`config.mk`:
```
export PLATFORM = sky130hd
export DESIGN_NAME = and_gate_unit
export DESIGN_NICKNAME = d
export VERILOG_FILES = /design/src/rtl/and_gate_pkg.sv /design/src/rtl/and_popcount.sv /design/src/rtl/and_gate_unit.sv
export SDC_FILE = /design/constraint.sdc
export NUM_CORES = 1
export LEC_CHECK = 0
export BUFFER_PORTS_ARGS = -buffer_cell sky130_fd_sc_hd__buf_4
export CORE_AREA = 4 4 119 121
export CTS_CLUSTER_DIAMETER = 30
export DETAILED_ROUTE_END_ITERATION = 8
export DIE_AREA = 0 0 123 125
export PLACE_DENSITY = 0.52
export SYNTH_ARGS = -nofsm -noshare
export SYNTH_HDL_FRONTEND = slang
export SYNTH_HIERARCHICAL = 1
export SYNTH_SLANG_ARGS = --single-unit
export TNS_END_PERCENT = 50
```
`constraint.sdc`:
```
create_clock -name clk -period 1.2 [get_ports clk]
set_input_delay 0.12 -clock clk [delete_from_list [all_inputs] [get_ports clk]]
set_output_delay 0.12 -clock clk [all_outputs]
set_load 0.05 [all_outputs]
```
`src/rtl/and_gate_pkg.sv`:
```
// Shared definitions for the bitwise-AND datapath stage.
package and_gate_pkg;

    // Default operand/result width of the AND stage.
    localparam int DEFAULT_WIDTH = 20;

    // Width needed to hold a population count in the range 0..w.
    function automatic int cnt_width(input int w);
        return $clog2(w + 1);
    endfunction

endpackage : and_gate_pkg

```
`src/rtl/and_popcount.sv`:
```
// Combinational population count of a WIDTH-bit vector.
module and_popcount
    import and_gate_pkg::*;
#(
    parameter  int WIDTH = DEFAULT_WIDTH,
    localparam int CNT_W = cnt_width(WIDTH)
) (
    input  logic [WIDTH-1:0] vec,
    output logic [CNT_W-1:0] cnt
);

    logic [CNT_W-1:0] w_sum;

    // Sum every bit of the vector; CNT_W covers 0..WIDTH so no overflow.
    always_comb begin
        w_sum = {CNT_W{1'b0}};
        for (int i = 0; i < WIDTH; i++) begin
            if (vec[i]) begin
                w_sum = w_sum + {{(CNT_W-1){1'b0}}, 1'b1};
            end else begin
                w_sum = w_sum;
            end
        end
    end

    assign cnt = w_sum;

endmodule : and_popcount

```
`src/rtl/and_gate_unit.sv`:
```
// Bitwise-AND stage: combinational result plus a 1-cycle registered
// result with valid qualifier and zero / all-ones / popcount flags.
module and_gate_unit
    import and_gate_pkg::*;
#(
    parameter  int WIDTH = DEFAULT_WIDTH,
    localparam int CNT_W = cnt_width(WIDTH)
) (
    input  logic             clk,
    input  logic             rst_n,
    input  logic             valid_in,
    input  logic [WIDTH-1:0] a,
    input  logic [WIDTH-1:0] b,
    output logic [WIDTH-1:0] y_comb,
    output logic [WIDTH-1:0] y,
    output logic             valid_out,
    output logic             y_zero,
    output logic             y_all_ones,
    output logic [CNT_W-1:0] y_popcnt
);

    logic [WIDTH-1:0] w_and;
    logic             w_zero;
    logic             w_all_ones;
    logic [CNT_W-1:0] w_popcnt;

    logic [WIDTH-1:0] r_y;
    logic             r_valid;
    logic             r_zero;
    logic             r_all_ones;
    logic [CNT_W-1:0] r_popcnt;

    // The AND itself and the flag reductions, all derived from one value
    // so the registered flags can never disagree with the registered y.
    always_comb begin
        w_and      = a & b;
        w_zero     = ~(|w_and);
        w_all_ones = &w_and;
    end

    and_popcount #(
        .WIDTH (WIDTH)
    ) u_popcount (
        .vec (w_and),
        .cnt (w_popcnt)
    );

    // Result bank: captures on valid_in, holds otherwise; valid_out is a
    // one-cycle echo of valid_in. Reset state is y=0 with matching flags.
    always_ff @(posedge clk or negedge rst_n) begin
        if (!rst_n) begin
            r_y        <= {WIDTH{1'b0}};
            r_valid    <= 1'b0;
            r_zero     <= 1'b1;
            r_all_ones <= 1'b0;
            r_popcnt   <= {CNT_W{1'b0}};
        end else begin
            r_valid <= valid_in;
            if (valid_in) begin
                r_y        <= w_and;
                r_zero     <= w_zero;
                r_all_ones <= w_all_ones;
                r_popcnt   <= w_popcnt;
            end else begin
                r_y        <= r_y;
                r_zero     <= r_zero;
                r_all_ones <= r_all_ones;
                r_popcnt   <= r_popcnt;
            end
        end
    end

    assign y_comb     = w_and;
    assign y          = r_y;
    assign valid_out  = r_valid;
    assign y_zero     = r_zero;
    assign y_all_ones = r_all_ones;
    assign y_popcnt   = r_popcnt;

endmodule : and_gate_unit

```
==> metrics.txt <==
status finished with violations; failing checks setup timing; synthesized area 3890 sq um; Int Pwr 0.00809 W; overall die height 125 um; Ys Warns 6; Layout area overhead 73.4%; die width 123 um; H-tree Lvls 1; most frequent CP cell ha_1; n_diodes 0; final net count 775; Async S/R FF share, synth 100%; Comb power frac 84.1%; synthesis-stage register bit count 28; TritonCTS Buffers 3; HP Class input port to flip-flop; core area 13100 sq um; row cnt 42; DRT iter0 DRCs 161; switch share 41.8%; vias in the first global route 4407; Mean Syn Cell Area 8.86 sq um; final WL 13000 um; Power per Cell Area 2060 nW/um^2; Slew headroom 51.3%; Util after Layout 51.5%; leakage 3.27 nW; Routability Congestion 0.850; Fillers 1205; DR vias 4169; First-pass DRT Iterations 4; Slew @ Worst Pin 0.724 ns; CTS max path bufs 2; Setup CP Type input port to flip-flop; first-pass GRT wire length 20900 um; most frequent cells in the layout buf_4 (277), nand2_1 (46), xnor2_1 (36), dfrtp_1 (27), inv_1 (25); via/cell ratio 4.71; pre-CTS setup slack -7.90 ns; Net Count, Synth 503; sequential power share 8.4%; Worst R2R Setup Slack 0.40 ns; slowest cell delay on critical path 0.31 ns; gr usage total 16.5%; Initial Utilization 29.7%; CP required 1.36 ns; VDD IR-drop max 1.42 mV; Antenna Nets Post-Route 0; Arrival @ worst endpoint 9.01 ns; Primary FF master, synth dfrtp_1; Seq/Total Area, Yosys 18.0%; Final Cycle Share 737%; EDFF count, synth 0; initial antenna violation count 0; DRC 0; Clk pwr share 7.5%; PortBufs 90; Post-Route Skew 0 ns; CTS tree yes; min cycle time layout 8.84 ns; startpoint types input port; hold_ws 0.149 ns; drt wl/cell 14.7 um; RSZ-0062 raised after global routing yes; synthesized instance count 439; largest net degree at the start of global routing 29; CTS Sinks 28; share of cells above drive strength 1 56.9%; max frequency 113 MHz; I/O pin cnt 91; Total Power 0.0139 W; sw power 0.00581 W; Netlist cell types 82; crit path max fanout 3; Slowest-stage cell, CP ha_1; endpoint class of the critical path flip-flop; HPWL after detailed placement 10200 um; total of max-cap violations 0; commonest non-fill, non-tap cell in the layout buf_4; setup TNS -32.79 ns; fin worst setup slack -7.64 ns; final hold vios 0; grt ovf 0; Final setup viols 6; Skew-Pair Late Insertion Delay 0.27 ns; Root Buffer clkbuf_16; Die ar. 15400 sq um; Worst-path clk slew 0.08 ns; Slew Limit Fails 0
[routing by layer]
| metal | GRT usage (%) | share of wire (%) | vias up |
|---|---|---|---|
| met5 | 0 | 0 | - |
| met3 | 2.66 | 3.1 | 8 |
| met2 | 31.1 | 53 | 85 |
| met1 | 20.2 | 43 | 1984 |
| met4 | 1.37 | 0.56 | 0 |
| li1 | - | - | 2092 |
[sequential cells by signal, summed over array words and instances, names as in the netlist]
register	count
y_popcnt	5
y_zero	1
y	20
y_all_ones	1
valid_out	1
[path summary, 6_finish.rpt]
kind | start | endpoint | depth (start not counted)
min reg2reg | y[10] | y[10] | 1
min in group asynchronous | rst_n | y[18] | 2
max in group asynchronous | rst_n | y_zero | 2
max | b[1] | y_popcnt[4] | 53
min | valid_in | valid_out | 2
max reg2reg | y_popcnt[4] | y_popcnt[4] | 1
[Yosys cell counts (all sizes together), types with 8 or more instances]
| library cell | count | share of area, % |
|---|---|---|
| xnor2 | 56 | 15 |
| nand2 | 50 | 4.8 |
| inv | 34 | 3.3 |
| mux2 | 29 | 8.4 |
| dfrtp | 27 | 17 |
| ha | 21 | 6.8 |
| nor2 | 21 | 2.3 |
| xor2 | 16 | 4.3 |
| and2 | 15 | 2.5 |
| o21ai | 14 | 1.8 |
| a21oi | 13 | 1.7 |
| clkbuf | 13 | 1.3 |
| nand4 | 11 | 1.8 |
| mux2i | 10 | 2.6 |
| nand3 | 10 | 1.4 |
| xnor3 | 8 | 4.8 |
[area by class of cell]
cell class	instances	area (sq um)	area share (%)
clock inverters	1	30.0	0.445
well taps	176	220	3.27
multi-input cells	357	3360	49.9
inverters	34	138	2.04
repair buffers	287	2220	32.9
clock buffers	3	75.1	1.11
flip-flops and latches	28	702	10.4
[power by group through the flow]
stage          logic [W]  clock network, W  registers, W
6_report          0.0117           0.00104       0.00117
5_1_grt           0.0126           0.00111       0.00119
4_1_cts           0.0105           0.00108       0.00117
3_5_place_dp     0.00939                 0       0.00118
3_3_place_gp     0.00926                 0       0.00118
2_1_floorplan    0.00543                 0       0.00165
[worst max-delay path, delay by kind of cell]
kind                       cells  cell delay [ns]
and+or+nand+nor               11             1.43
buffers and inverters          3             0.28
AOI/OAI and AO/OA             13             1.75
xor gates and xnor gates       9             1.46
adders and majority gates     10             2.70
muxes                          7             1.25
[stage by stage]
stage | instances | area [sq um]
2_1_floorplan | 439 | 4040
3_3_place_gp | 849 | 6090
3_5_place_dp | 849 | 6090
4_1_cts | 878 | 6490
5_1_grt | 886 | 6740
6_report | 886 | 6740
[what timing repair did]
action / CTS / global route
hold endpoints to repair: 27 / 0
buffers inserted: 24 / 9
pin swaps: 32 / 34
resized for setup: 20 / 34
hold buffers: 1 / 0
setup endpoints to repair: 6 / 6
[cells by family (layout without fill, tap and decap cells)]
group / count (synthesis) / in the layout / share of synthesized area (%)
AND/OR/NAND/NOR: 141 / 141 / 19.2
XOR/XNOR: 82 / 82 / 25.1
AO/OA/AOI/OAI: 73 / 73 / 13.9
buffers and inverters: 54 / 325 / 5.79
multiplexers: 39 / 39 / 11.0
flip-flops: 28 / 28 / 18.0
adder cells (fa/ha/maj): 22 / 22 / 7.01
Note: power is estimated with default switching activity, not from simulation.
